$ cat src/rtl/rat_fetch_predict.sv
// rat_fetch_predict: RAT CPU instruction-fetch stage.
// Owns the PC, predicts each fetched branch from a bimodal table of 2-bit
// saturating counters, and registers fetch results into the IF/ID boundary.
module rat_fetch_predict #(
  parameter int          BHT_BITS = 4,
  parameter logic [9:0]  RESET_PC = 10'h000,
  parameter int          IR_WIDTH = 18
) (
  input  logic                clk,
  input  logic                rst,
  input  logic                stall,
  output logic [9:0]          prog_addr,
  input  logic [IR_WIDTH-1:0] prog_ir,
  input  logic                pd_is_branch,
  input  logic                pd_is_uncond,
  input  logic [9:0]          pd_target,
  input  logic                ex_update,
  input  logic [9:0]          ex_pc,
  input  logic                ex_taken,
  input  logic                ex_mispredict,
  input  logic [9:0]          ex_redirect_pc,
  output logic [9:0]          out_PC,
  output logic [IR_WIDTH-1:0] out_IR,
  output logic [9:0]          alt_out,
  output logic                branch_taken_out,
  output logic                nop_out
);

  localparam int BHT_SIZE = 1 << BHT_BITS;

  logic [9:0]          pc_q, pc_d;
  logic [1:0]          bht_q [BHT_SIZE];
  logic [1:0]          bht_d [BHT_SIZE];
  logic [9:0]          out_pc_q, out_pc_d;
  logic [IR_WIDTH-1:0] out_ir_q, out_ir_d;
  logic [9:0]          alt_q, alt_d;
  logic                taken_q, taken_d;
  logic                nop_q, nop_d;

  logic [BHT_BITS-1:0] fetch_idx;
  logic [BHT_BITS-1:0] ex_idx;
  logic [9:0]          pc_plus1;
  logic                pred_taken;
  logic [9:0]          next_pc;
  logic [9:0]          alt_addr;

  assign fetch_idx = pc_q[BHT_BITS-1:0];
  assign ex_idx    = ex_pc[BHT_BITS-1:0];
  assign pc_plus1  = pc_q + 10'd1;

  // Prediction on the current PC; the table read sees pre-update contents.
  always_comb begin
    pred_taken = pd_is_branch & (pd_is_uncond | bht_q[fetch_idx][1]);
    next_pc    = pred_taken ? pd_target : pc_plus1;
    if (pred_taken)        alt_addr = pc_plus1;
    else if (pd_is_branch) alt_addr = pd_target;
    else                   alt_addr = 10'h000;
  end

  // PC and IF/ID next state: mispredict flushes and overrides stall.
  always_comb begin
    pc_d     = pc_q;
    out_pc_d = out_pc_q;
    out_ir_d = out_ir_q;
    alt_d    = alt_q;
    taken_d  = taken_q;
    nop_d    = nop_q;
    if (ex_mispredict) begin
      pc_d     = ex_redirect_pc;
      out_pc_d = '0;
      out_ir_d = '0;
      alt_d    = '0;
      taken_d  = 1'b0;
      nop_d    = 1'b1;
    end else if (!stall) begin
      pc_d     = next_pc;
      out_pc_d = pc_q;
      out_ir_d = prog_ir;
      alt_d    = alt_addr;
      taken_d  = pred_taken;
      nop_d    = 1'b0;
    end
  end

  // Saturating counter training from the branch resolver, independent of stall/flush.
  always_comb begin
    bht_d = bht_q;
    if (ex_update) begin
      if (ex_taken && (bht_q[ex_idx] != 2'b11))
        bht_d[ex_idx] = bht_q[ex_idx] + 2'd1;
      else if (!ex_taken && (bht_q[ex_idx] != 2'b00))
        bht_d[ex_idx] = bht_q[ex_idx] - 2'd1;
    end
  end

  // State registers; reset leaves every counter weakly not-taken and IF/ID a bubble.
  always_ff @(posedge clk or posedge rst) begin
    if (rst) begin
      pc_q     <= RESET_PC;
      out_pc_q <= '0;
      out_ir_q <= '0;
      alt_q    <= '0;
      taken_q  <= 1'b0;
      nop_q    <= 1'b1;
      for (int i = 0; i < BHT_SIZE; i++) bht_q[i] <= 2'b01;
    end else begin
      pc_q     <= pc_d;
      out_pc_q <= out_pc_d;
      out_ir_q <= out_ir_d;
      alt_q    <= alt_d;
      taken_q  <= taken_d;
      nop_q    <= nop_d;
      bht_q    <= bht_d;
    end
  end

  assign prog_addr        = pc_q;
  assign out_PC           = out_pc_q;
  assign out_IR           = out_ir_q;
  assign alt_out          = alt_q;
  assign branch_taken_out = taken_q;
  assign nop_out          = nop_q;

endmodule
$ cat config.mk
export PLATFORM = sky130hd
export DESIGN_NAME = rat_fetch_predict
export DESIGN_NICKNAME = d
export VERILOG_FILES = /design/src/rtl/rat_fetch_predict.sv
export SDC_FILE = /design/constraint.sdc
export NUM_CORES = 1
export LEC_CHECK = 0
export BUFFER_PORTS_ARGS = -buffer_cell sky130_fd_sc_hd__buf_2
export CAP_MARGIN = 10
export CORE_ASPECT_RATIO = 2
export CORE_MARGIN = 3
export CORE_UTILIZATION = 30
export DETAILED_ROUTE_END_ITERATION = 8
export SLEW_MARGIN = 0
export SYNTH_ARGS = -nofsm -noshare
export SYNTH_HDL_FRONTEND = slang
export SYNTH_SLANG_ARGS = --single-unit
$ cat constraint.sdc
create_clock -name clk -period 8.9 [get_ports clk]
set_clock_uncertainty 0.2 [all_clocks]
set_input_delay 0.445 -clock clk [delete_from_list [all_inputs] [get_ports clk]]
set_output_delay 0.445 -clock clk [all_outputs]
set_load 0.01 [all_outputs]
[Word-level counts from Yosys, hierarchy flattened]
Index checks and enable logic that the tools add are counted.
Cells by class
  order comparisons: 3
  equality and inequality tests: 2
  bitwise logic cells: 4
  add/subtract/negate cells: 3
  multiplexer cells: 27
  reduce and logical (&&, ||, !) cells: 7
Operators by type and width (count)
  $mux W10: 9
  $bwmux W32: 2
  $mux W32: 2
  $mux W18: 2
  $bmux W2 S4: 2
  $add A10 B1 Y10 const B: 1
  $ge A5 B5 Y1 const B: 2
  $mux W2: 5
  $not A4 Y5: 2
  $demux W2 S4: 1
  $lt A5 B1 Y1 const B: 1
  $mux W1: 4
  $reduce_bool A2 Y1: 2
  $logic_and A1 B1 Y1: 3
  $add A2 B1 Y2 const B: 1
  $ne A2 B1 Y1 const B: 1
  $ne A2 B2 Y1 const B: 1
  $reduce_and A2 Y1: 1
  $sub A2 B1 Y2 const B: 1
  $and A1 B1 Y1: 1
  $logic_not A1 Y1: 1
  $or A1 B1 Y1: 1
Storage, ports and cells
  output and inout bits: 50
  input bits: 56
  register bits after elaboration: 82
  word-level logic and storage cells: 68

[Longest topological paths before layout]
  depth in word-level cells: 9
  depth in mapped cells: 13
  mapped depth without buffers: 11

[Worst setup path after synthesis]
Ideal clock, no wire load.
  path kind: input port to flip-flop
  from: input ex_pc[0]
  to: register bht_q[15] (netlist name)
  arrival: 3.529 ns
  buffers on the path: 2
  required time: 8.575 ns
  setup time: 0.125 ns
  cell stages on the path: 10
  setup slack: 5.046 ns
  cells stage by stage: buf_2 buf_1 mux4_2 mux4_2 ha_1 nor2b_1 o21ai_1 or3b_1 nor3_1 mux2_2
On the way
  cells in the longest elaborated chain, start to end: 8
  elaborated cells on any way between the ends: 21
  classes of those cells: add/sub (2); order compare (2); eq/ne (1); mux (9); bitwise (1); reduce/logical (6)
RTL lines
  start: declaration: line 18  | input logic [9:0] ex_pc,
  $not A4 Y5 (not written as such) *
  $bmux W2 S4, or another cell as far along
  $mux W2 (not written as such) / $logic_and A1 B1 Y1 (equally long branches)
  $mux W2 (on tied branches)
  $sub A2 B1 Y2, or another cell as far along: line 92  | bht_d[ex_idx] = bht_q[ex_idx] - 2'd1;
  $bwmux W32, or another cell as far along: line 92
  $mux W32 / $reduce_bool A2 Y1 (equally long branches)
  $mux W32 / $reduce_and A2 Y1 (equally long branches)
  end signal: assignment: line 113  | bht_q <= bht_d;
  end: declaration: line 32  | logic [1:0] bht_q [BHT_SIZE];
Mark *: on every way between the ends. The rest lies on a longest branch, timed or not. The select of a mux whose other input is x is not followed.
A chain may end at the register's enable or synchronous reset.

[Worst setup path after layout]
  from: input ex_pc[0]
  to: register bht_q[23] (netlist name)
The elaborated chain is that of the path after synthesis.

==> results_tabular.tex <==
\begin{tabular}{lr}
\hline
Metric & Value \\
\hline
\multicolumn{2}{l}{\textbf{Global route}} \\
\quad Overall routing resource usage & 0.146 \\
\quad Initial antenna violation count & 0 \\
\quad Wire length of the first global-routing pass & 18000 um \\
\quad Total gr overflow & 0 \\
\quad Via count of the first global-routing pass & 3423 \\
\quad Maximum number of pins on one net before global-route repair & 83 \\
\multicolumn{2}{l}{\textbf{Layout}} \\
\quad Non-filler cells in the finished layout & 658 \\
\quad Net total in the final layout & 526 \\
\quad Area grow syn2layout & 22.5\% \\
\quad Total inserted antenna cells & 0 \\
\quad Final core area utilization & 0.379 \\
\quad Fraction of final layout cells sized beyond drive strength 1 & 0.367 \\
\multicolumn{2}{l}{\textbf{Clock network}} \\
\quad Clk pin slew, worst setup/hold paths & 0.06 ns \\
\quad Number of hold buffers added after CTS & 0 \\
\quad Clock Latency Late Sink & 0.34 ns \\
\quad Number of buffers on the longest clock path & 2 \\
\quad Clock buffer count from CTS & 9 \\
\quad Clock root buffer master & clkbuf\_16 \\
\quad CTS-repair resized insts & 0 \\
\quad Number of H-tree levels & 3 \\
\quad Post-CTS Setup Repair Bufs & 0 \\
\quad CTS sink count & 82 \\
\quad CTS tree & yes \\
\multicolumn{2}{l}{\textbf{Floorplanning}} \\
\quad Die outline width & 90.0 um \\
\quad Area inside the core boundary & 13700 um2 \\
\quad Total die area & 15600 um2 \\
\quad Initial standard-cell utilization of the core & 0.310 \\
\quad Total number of placement rows & 60 \\
\quad IO Pins & 106 \\
\quad Height of the chip & 174 um \\
\multicolumn{2}{l}{\textbf{Synthesis}} \\
\quad Mapped Nets & 439 \\
\quad Synth cell types & 48 \\
\quad Number of enable-type register cells in the synthesized netlist & 0 \\
\quad Post-Synthesis Mean Instance Area & 11.1 um2 \\
\quad Synthesis warning total & 0 \\
\quad Share of the yosys chip area belonging to registers & 0.490 \\
\quad Combined area of all synthesized cells & 4230 um2 \\
\quad Synth Register Bits & 82 \\
\quad Fraction of registers with async set or reset after synthesis & 1.00 \\
\quad Most frequently used flop master after synthesis & dfrtp\_1 \\
\quad Post-Syn Instances & 380 \\
\multicolumn{2}{l}{\textbf{Detailed routing}} \\
\quad Detail Route Antenna Nets & 0 \\
\quad DRC violation count after routing & 0 \\
\quad Total wirelength of the detailed-routed design & 11300 um \\
\quad Detailed router's first-iteration violation count & 130 \\
\quad Vias per std cell & 4.87 \\
\quad Average detailed-routed wire length per instance & 17.2 um \\
\quad Iteration count of the initial detailed-routing pass & 4 \\
\quad Vias post-DR & 3207 \\
\multicolumn{2}{l}{\textbf{Worst setup path}} \\
\quad CP max stage cell & mux4\_2 \\
\quad Category of cells accounting for the largest share of critical-path delay & multiplexers \\
\quad CP peak stage delay & 0.56 ns \\
\quad Number of buffers and inverters on the critical path & 2 \\
\quad Startpoint class of the critical path & input pin \\
\quad Data arrival at the endpoint of the critical path & 3.93 ns \\
\quad Depth of the most critical reg-to-reg path & 10 \\
\quad Peak fanout along the critical path & 18 \\
\quad Endpoint kind of the worst setup timing path & register \\
\quad Critical path depth in cells & 11 \\
\quad Worst Path Class, Setup & input pin to register \\
\quad Data required, critical path & 8.92 ns \\
\quad CP cell instances & buf\_2 > mux4\_2 > mux2\_2 > o21ai\_2 > inv\_2 > ha\_1 > nor2b\_1 > o21ai\_1 > or3b\_1 > nor3\_1 > mux2\_1 \\
\multicolumn{2}{l}{\textbf{Timing}} \\
\quad Crit path time final & 3.91 ns \\
\quad PnR worst setup slack & 4.99 ns \\
\quad Unrepaired setup endpoints after global routing & false \\
\quad Count of pins over their slew limit & 0 \\
\quad Upper clock frequency limit & 256 MHz \\
\quad Final Hold Viols & 0 \\
\quad Post-route setup TNS & 0 ns \\
\quad Actual transition at the worst max-transition pin & 1.17 ns \\
\quad Final Cycle Share & 0.440 \\
\quad Worst rel slew slack & 0.213 \\
\quad Setup violation total in the final timing report & 0 \\
\multicolumn{2}{l}{\textbf{Place}} \\
\quad \# port buffers & 99 \\
\quad Last weighted congestion value of the routability-driven placer & 0.824 \\
\quad Pre-CTS setup slack & 4.62 ns \\
\quad Post-Place Cells & 642 \\
\quad Final HPWL from detailed placement & 8400 um \\
\multicolumn{2}{l}{\textbf{Hold path}} \\
\quad Depth of the worst hold-timing path & 3 \\
\quad Tightest Hold Check Type & input pin to register \\
\multicolumn{2}{l}{\textbf{Pwr}} \\
\quad Ratio of total power to cell area & 253 nW/um2 \\
\quad Leakage power & 2.45 nW \\
\quad Tot Pwr & 0.00131 W \\
\quad Maximum ir drop on the vdd rail & 0.000107 V \\
\multicolumn{2}{l}{\textbf{Job}} \\
\quad Count of max-cap constraint violations & 0 \\
\multicolumn{2}{l}{\textbf{Run status}} \\
\quad Status & finished clean \\
\hline
\end{tabular}
cell usage in the layout, fill, tap and decap left out, types with 2 or more instances in the layout:
cell type    n
buf_2       99
dfrtp_1     65
nor2_1      43
mux2i_1     41
nand2_1     40
mux2_2      23
dfstp_2     17
o21ai_1     15
mux2_1      11
mux4_2      10
clkbuf_16    9
a31oi_1      8
xnor2_1      7
o21ai_0      7
inv_1        6
nand3_1      6
nor3_1       6
a21oi_1      6
nand2b_1     5
xor2_1       3
nand4_1      3
o31ai_1      3
ha_1         3
clkinvlp_4   3
nor2b_1      2
or3b_1       2
and3_1       2
bufinv_16    2
buf_4        2
power breakdown:
group          switching [W]  leakage [nW]  internal (W)  total, W
clock network       0.000154         0.145      0.000247  0.000401
logic               0.000177          1.28      0.000173  0.000349
registers          0.0000765          1.02      0.000484  0.000560
total               0.000407          2.45      0.000903   0.00131
path summary, 6_finish.rpt:
check                             startpoint            to  slack (ns)
max in group asynchronous                rst    alt_out[1]        7.58
min reg2reg                       alt_out[0]    alt_out[0]        0.28
max reg2reg                         register     bht_q[23]        5.17
min                        ex_redirect_pc[0]  prog_addr[0]        0.14
max                                 ex_pc[0]     bht_q[23]        4.99
min in group asynchronous                rst    out_IR[11]        0.19
area by class of cell:
cell class / instances / area, um2
clock inverters: 6 / 91.3
fillers: 1406 / 8480
clock buffers: 10 / 229
repair buffers: 101 / 510
flip-flops and latches: 82 / 2070
multi-input cells: 265 / 2010
well taps: 186 / 233
inverters: 8 / 31.3
routing by layer:
metal	part of all wire	routed length (um)	vias to the layer above	global-route usage
met5	0	0	-	0
met4	0.030	342	0	0.0659
met3	0.040	453	21	0.0307
met2	0.57	6500	71	0.281
met1	0.36	4050	1595	0.149
li1	-	-	1520	-
synthesized netlist by cell type, types with 3 or more instances:
library cell | instances | area share
mux2i_1 | 41 | 0.097
nand3_1 | 6 | 0.0071
a21oi_1 | 6 | 0.0071
o21ai_0 | 7 | 0.0083
buf_2 | 4 | 0.0047
o31ai_1 | 3 | 0.0053
dfrtp_1 | 65 | 0.38
xnor2_1 | 7 | 0.014
mux2_2 | 23 | 0.061
nor2_1 | 43 | 0.038
buf_1 | 4 | 0.0035
o21ai_1 | 15 | 0.018
nand4_1 | 3 | 0.0044
mux2_1 | 11 | 0.029
clkbuf_1 | 15 | 0.013
mux4_2 | 10 | 0.053
nand2_1 | 40 | 0.035
dfstp_2 | 17 | 0.11
inv_1 | 7 | 0.0062
nand2b_1 | 5 | 0.0074
ha_1 | 3 | 0.0089
a31oi_1 | 8 | 0.012
nor3_1 | 6 | 0.0071
xor2_1 | 3 | 0.0062
worst reg2reg max path, delay by kind of cell (launching register included):
kind | cells | cell delay, ns
and+or+nand+nor | 3 | 0.96
adders and majority gates | 1 | 0.19
DFF | 1 | 0.37
buffers and inverters | 1 | 0.05
AOI/OAI and AO/OA | 2 | 0.73
muxes | 3 | 1.09
cell families (layout without fill, tap and decap cells):
family | count (synthesis) | count (layout) | synth area share
simple gates | 117 | 117 | 0.125
fa+ha+maj | 3 | 3 | 0.00887
flops | 82 | 82 | 0.490
buf+inv | 33 | 125 | 0.0340
xor+xnor | 10 | 10 | 0.0207
mux | 86 | 86 | 0.247
compound gates | 49 | 49 | 0.0748
stage by stage:
stage,area [um2],hold slack [ns]
floorplan,4230,0.268
CTS,5180,0.134
detailed placement,4860,0.271
global placement,4860,0.262
global route,5180,0.148
finish,5180,0.143
(Power assumes the default switching activity.)
